## src/rtl/video_modeset.sv

```systemverilog
// Writer side of the video mode interface: latches Z80 writes to the ATM / Pentagon mode
// ports and applies them at the next frame start, or after a timeout if video has stopped.
module video_modeset #(
  parameter logic [7:0]  ATM_PORT_LO = 8'h77,
  parameter logic [15:0] PENT_PORT   = 16'hEFF7,
  parameter int          TMO_W       = 20,
  parameter bit          IMMEDIATE   = 1'b0
) (
  input  logic        clk,
  input  logic        rst_n,
  input  logic        iowr_stb,
  input  logic [15:0] a,
  input  logic [7:0]  d,
  input  logic        atm_ports_en,
  input  logic        frame_stb,
  output logic [2:0]  atm_vmode,
  output logic [1:0]  pent_vmode,
  output logic        mode_pend,
  output logic        mode_chg,
  output logic [7:0]  rdback
);

  logic [2:0]       atm_q, atm_d, pend_atm_q, pend_atm_d;
  logic [1:0]       pent_q, pent_d, pend_pent_q, pend_pent_d;
  logic             pend_q, pend_d;
  logic [TMO_W-1:0] cnt_q, cnt_d;
  logic             applied_q, chg_q;

  logic             pent_hit_s, atm_hit_s, hit_s, tmo_s, apply_s;
  logic [2:0]       new_atm_s;
  logic [1:0]       new_pent_s;

  // Port decode; a hit on the current cycle bypasses the pending stage if it applies now
  always_comb begin
    pent_hit_s = iowr_stb & (a == PENT_PORT);
    atm_hit_s  = iowr_stb & atm_ports_en & (a[7:0] == ATM_PORT_LO) & ~pent_hit_s;
    hit_s      = pent_hit_s | atm_hit_s;
    new_atm_s  = atm_hit_s  ? d[2:0] : pend_atm_q;
    new_pent_s = pent_hit_s ? d[1:0] : pend_pent_q;
    tmo_s      = (cnt_q == {TMO_W{1'b1}});
    if (IMMEDIATE) begin
      apply_s = hit_s;
    end else begin
      apply_s = (frame_stb & (pend_q | hit_s)) | (pend_q & tmo_s);
    end
  end

  // Next-state for applied modes, pending modes and the timeout counter
  always_comb begin
    atm_d       = atm_q;
    pent_d      = pent_q;
    pend_atm_d  = pend_atm_q;
    pend_pent_d = pend_pent_q;
    pend_d      = pend_q;
    cnt_d       = cnt_q;
    if (apply_s) begin
      atm_d       = new_atm_s;
      pent_d      = new_pent_s;
      pend_atm_d  = new_atm_s;
      pend_pent_d = new_pent_s;
      pend_d      = 1'b0;
      cnt_d       = '0;
    end else if (hit_s) begin
      pend_atm_d  = new_atm_s;
      pend_pent_d = new_pent_s;
      pend_d      = 1'b1;
      cnt_d       = '0;
    end else if (pend_q && !tmo_s) begin
      cnt_d = cnt_q + TMO_W'(1);
    end else begin
      cnt_d = cnt_q;
    end
  end

  // State registers; mode_chg trails the output update by one cycle
  always_ff @(posedge clk or negedge rst_n) begin
    if (!rst_n) begin
      atm_q       <= 3'b011;
      pent_q      <= 2'b00;
      pend_atm_q  <= 3'b011;
      pend_pent_q <= 2'b00;
      pend_q      <= 1'b0;
      cnt_q       <= '0;
      applied_q   <= 1'b0;
      chg_q       <= 1'b0;
    end else begin
      atm_q       <= atm_d;
      pent_q      <= pent_d;
      pend_atm_q  <= pend_atm_d;
      pend_pent_q <= pend_pent_d;
      pend_q      <= pend_d;
      cnt_q       <= cnt_d;
      applied_q   <= apply_s;
      chg_q       <= applied_q;
    end
  end

  assign atm_vmode  = atm_q;
  assign pent_vmode = pent_q;
  assign mode_pend  = pend_q;
  assign mode_chg   = chg_q;
  assign rdback     = {3'b000, pent_q, atm_q};

endmodule
```

## config.mk

```make
export PLATFORM = sky130hd
export DESIGN_NAME = video_modeset
export DESIGN_NICKNAME = d
export VERILOG_FILES = /design/src/rtl/video_modeset.sv
export SDC_FILE = /design/constraint.sdc
export NUM_CORES = 1
export LEC_CHECK = 0
export ABC_AREA = 0
export CORE_MARGIN = 2
export CORE_UTILIZATION = 45
export CTS_BUF_LIST = sky130_fd_sc_hd__clkbuf_2 sky130_fd_sc_hd__clkbuf_4 sky130_fd_sc_hd__clkbuf_8
export CTS_CLUSTER_SIZE = 28
export DETAILED_ROUTE_END_ITERATION = 8
export GPL_TIMING_DRIVEN = 0
export PLACE_DENSITY = 0.81
export SLEW_MARGIN = 10
export SYNTH_ARGS = -nofsm -noshare
export SYNTH_HDL_FRONTEND = slang
export SYNTH_SLANG_ARGS = --single-unit
```

## constraint.sdc

```tcl
create_clock -name clk -period 2.7 [get_ports clk]
set_input_delay 0.54 -clock clk [delete_from_list [all_inputs] [get_ports clk]]
set_output_delay 0.54 -clock clk [all_outputs]
set_load 0.01 [all_outputs]
```

==> results.rst <==
.. list-table::
   :header-rows: 1

   * - Metric
     - Value
   * - Outcome
     - completed
   * - Met1 Wirelength
     - between 1500 and 2000 um
   * - Most frequent standard cell in the layout excluding fill and tap cells
     - sky130_fd_sc_hd__clkdlybuf4s50_1
   * - Beginning of the critical path
     - cnt_q[0]$_DFFE_PN0P_
   * - Total routed wirelength
     - around 4300 um
   * - Worst vdd rail ir drop
     - about 0.00033 V
   * - Areal power density over the cells
     - ~440 nW/um^2
   * - Clock transition at path regs
     - about 0.07 ns
   * - Switching share of total power
     - 0.2341
   * - Register bit count reported by yosys
     - 33
   * - Fraction of the yosys area taken by sequential cells
     - 0.4499
   * - Internal Power
     - 0.0007929 W
   * - Multiplexer area fraction after synthesis
     - 0.08198
   * - DR iter-0 viols
     - between 100 and 150
   * - Number of fill cells in the layout
     - 325
   * - Unrepaired setup endpoints after global routing
     - false
   * - Met3 wire length
     - about 300 um
   * - Number of CTS-inserted buffers
     - 5
   * - Maximum number of pins on one net before global-route repair
     - 34
   * - Fmax
     - between 400 and 500 MHz
   * - Number of synthesized flops with an enable pin
     - 0
   * - Highest cell delay on the worst timing path
     - around 0.6 ns
   * - Simple-gate share of the synthesized area
     - 0.2730
   * - Clock sink total
     - 33
   * - Max-slew headroom
     - 0.5110
   * - Crit path time final
     - ~2.3 ns
   * - Synth Area in Compound Gates
     - 0.1267
   * - Post-synthesis average cell area
     - 9.720 um^2
   * - Leakage
     - 0.9674 nW
   * - Internal reg-to-reg setup slack
     - around 0.36 ns
   * - Largest clock skew in the final design
     - roughly 0.0038 ns
   * - Resized Gates After CTS
     - 0
   * - Half-perimeter wire length after detailed placement
     - between 2000 and 3000 um
   * - Fraction of synthesis flops using an asynchronous set or reset pin
     - 1.000
   * - Number of synthesis warnings
     - 0
   * - Main combinational cell family by area after synthesis
     - simple AND/OR/NAND/NOR gates
   * - Worst setup EP type
     - flip-flop
   * - Synth cell types
     - 47
   * - Main flop type after synthesis
     - sky130_fd_sc_hd__dfrtp_1
   * - Layout cell share with drive strength beyond 1
     - 0.1787
   * - Req. time, crit path
     - approximately 2.9 ns
   * - I/O pin count
     - 44
   * - CP top delay family
     - simple AND/OR/NAND/NOR gates
   * - Aggregate global-route resource usage
     - 0.2023
   * - Max-slew violation count
     - 0
   * - Fin. Hold Viols
     - 0
   * - Post-Synthesis Cells
     - 190
   * - Min-delay worst type
     - in2async
   * - Fraction of power consumed by sequential logic
     - 0.502
   * - Post-DRT Antenna Nets
     - 0
   * - Part of the power in the clock network
     - 0.399
   * - Reg2reg start
     - cnt_q[0]$_DFFE_PN0P_
   * - Fin crit share
     - 0.8656
   * - Number of nets in the finished design
     - 264
   * - Register area
     - a little over 800 um^2
   * - DRC violation count after routing
     - 0
   * - Total of endpoints with negative setup slack in the final report
     - 0
   * - Wire length per cell after detailed routing
     - approximately 15 um
   * - CP cell instances
     - ha_1 > nand3_4 > nor4_4 > a22oi_1 > a21bo_2 > buf_6 > mux2_4
   * - Part of the power in combinational logic
     - 0.098
   * - R2R cell count
     - 7
   * - Fraction of the core area covered by cells at the end of the flow
     - 0.5951
   * - Highest metal layer with signal wires
     - met4
   * - Post-synthesis instance area
     - between 1500 and 2000 um^2
   * - Switching power
     - between 0.0002 and 0.00025 W
   * - # Post-CTS Setup Buffers
     - 0
   * - PnR worst setup slack
     - between 0.3 and 0.4 ns
   * - Core Box Area
     - roughly 4000 um^2
   * - Via count of the first global-routing pass
     - ~1.5k
   * - Die height
     - ~68 um
   * - H-tree level count
     - 2
   * - N_diodes
     - 0
   * - Starting Density
     - 0.4650
   * - Clock tree root driver cell
     - sky130_fd_sc_hd__clkbuf_8
   * - Worst setup timing slack at the placement stage
     - approximately 0.092 ns
   * - Antenna violations before repair
     - 0
   * - Number of standard-cell rows in the floorplan
     - 23
   * - Die Area
     - 4632 um^2
   * - Routability Congestion
     - ~0.8
   * - Setup TNS after final layout
     - 0 ns
   * - Minimum hold slack
     - just over 0.3 ns
   * - Via density per instance
     - between 5 and 6
   * - Max clock buf depth
     - 2
   * - Startpoint type of the worst setup path
     - flip-flop
   * - Capturing instance or port of the critical path
     - atm_vmode[2]$_DFFE_PN0N_
   * - Routed length on met2
     - around 2100 um
   * - Synth Area in XOR/XNOR
     - 0
   * - Worst Path Class, Setup
     - reg2reg
   * - Most frequent cells in the layout
     - sky130_fd_sc_hd__clkdlybuf4s50_1 (34), sky130_fd_sc_hd__dfrtp_1 (29), sky130_fd_sc_hd__nand2_1 (18)
   * - Transition time at the pin with the least slew margin
     - approximately 0.73 ns
   * - Hold_buf cts
     - 0
   * - IO Port Bufs
     - 35
   * - Maxcap violations
     - 0
   * - Area of combinational cells with multiple inputs
     - slightly above 900 um^2
   * - Pre-Repair DR Iteration Count
     - 4
   * - Width of the chip
     - between 60 and 70 um
   * - Adder-cell area share of the yosys netlist
     - 0.006775
   * - Synth-to-Final Area Change
     - 27.98%
   * - Cell count along the critical path
     - 7
   * - Critical-path maximum fanout
     - 8
   * - Vias after detailed routing
     - between 1.5k and 2k
   * - CTS tree
     - yes
   * - GR Overflow Total
     - 0
   * - Worst-Skew Late Latency
     - ~0.28 ns
   * - Endpoint arrival time on the critical path
     - around 2.5 ns
   * - Wire length of the first global-routing pass
     - approximately 7000 um
   * - Buffers and inverters on the worst path
     - 1
   * - CP max stage cell
     - sky130_fd_sc_hd__nor4_4
   * - Worst reg2reg path endpoint
     - atm_vmode[2]$_DFFE_PN0N_
==> layer usage <==
metal | track usage | up-vias
met2 | 0.2961 | 59
met1 | 0.2979 | 789
met5 | 0 | -
li1 | - | 773
met4 | 0.08250 | 0
met3 | 0.03125 | 7
==> power groups by stage <==
stage               Sequential [W]  Combinational (W)  Clock, W
floorplan                 0.000526          0.0000515         0
global placement          0.000529           0.000101         0
detailed placement        0.000529           0.000102         0
CTS                       0.000520           0.000102  0.000418
global route              0.000522           0.000115  0.000435
finish                    0.000520           0.000102  0.000413
==> state kept, by name (all words and copies together) (netlist names) <==
signal       count
cnt_q           20
atm_vmode        3
pend_atm_q       3
pend_pent_q      2
pent_vmode       2
applied_q        1
mode_chg         1
mode_pend        1
==> cells in the mapped netlist (2+ instances only) <==
cell	number	area (um^2)
sky130_fd_sc_hd__mux2_2	5	56.30
sky130_fd_sc_hd__nand2b_1	2	12.51
sky130_fd_sc_hd__clkbuf_1	6	22.52
sky130_fd_sc_hd__nand4_1	6	37.54
sky130_fd_sc_hd__nand3_1	10	50.05
sky130_fd_sc_hd__mux2i_1	2	20.02
sky130_fd_sc_hd__nor2b_1	3	18.77
sky130_fd_sc_hd__inv_1	3	11.26
sky130_fd_sc_hd__mux2_4	5	75.07
sky130_fd_sc_hd__nor3_1	3	15.01
sky130_fd_sc_hd__a21oi_1	17	85.08
sky130_fd_sc_hd__nand3b_1	3	22.52
sky130_fd_sc_hd__dfstp_2	4	105.1
sky130_fd_sc_hd__buf_4	8	60.06
sky130_fd_sc_hd__nor2_1	13	48.80
sky130_fd_sc_hd__a31oi_1	12	75.07
sky130_fd_sc_hd__nor3b_1	2	15.01
sky130_fd_sc_hd__dfrtp_1	29	725.7
sky130_fd_sc_hd__or3_1	8	50.05
sky130_fd_sc_hd__and4_1	3	26.28
sky130_fd_sc_hd__nand2_1	18	67.56
sky130_fd_sc_hd__o21ai_0	3	15.01
==> layout make-up <==
type / instances / share of cell area
Buffer: 16 / 0.04182
Clock buffer: 7 / 0.04076
Clock inverter: 1 / 0.002118
Inverter: 3 / 0.004764
Multi-Input combinational cell: 140 / 0.3864
Sequential cell: 33 / 0.3515
Tap cell: 50 / 0.02647
Timing Repair Buffer: 35 / 0.1461
==> how the worst min path moves through the flow <==
stage                                    from               endpoint
after floorplan                         rst_n    applied_q$_DFF_PN0_
after global placement    applied_q$_DFF_PN0_     mode_chg$_DFF_PN0_
after detailed placement  applied_q$_DFF_PN0_     mode_chg$_DFF_PN0_
after CTS                               rst_n  cnt_q[14]$_DFFE_PN0P_
after global routing      applied_q$_DFF_PN0_     mode_chg$_DFF_PN0_
final                                   rst_n  cnt_q[16]$_DFFE_PN0P_
==> kinds of logic (layout without fill, tap and decap cells) <==
family | Yosys count | after routing
adder cells (fa/ha/maj) | 1 | 1
buffers and inverters | 19 | 62
flip-flops | 33 | 33
multiplexers | 12 | 12
other | 1 | 3
AND/OR/NAND/NOR | 85 | 85
AO/OA/AOI/OAI | 39 | 39
==> stage by stage <==
stage | power, W | instance area [um^2] | std cells
6_report | 0.001035 | 2364 | 285
2_1_floorplan | 0.0005773 | 1854 | 192
5_1_grt | 0.001072 | 2364 | 285
3_3_place_gp | 0.0006291 | 2267 | 277
4_1_cts | 0.001040 | 2364 | 285
3_5_place_dp | 0.0006302 | 2262 | 277
No activity file was read; power rests on OpenSTA's default activity.
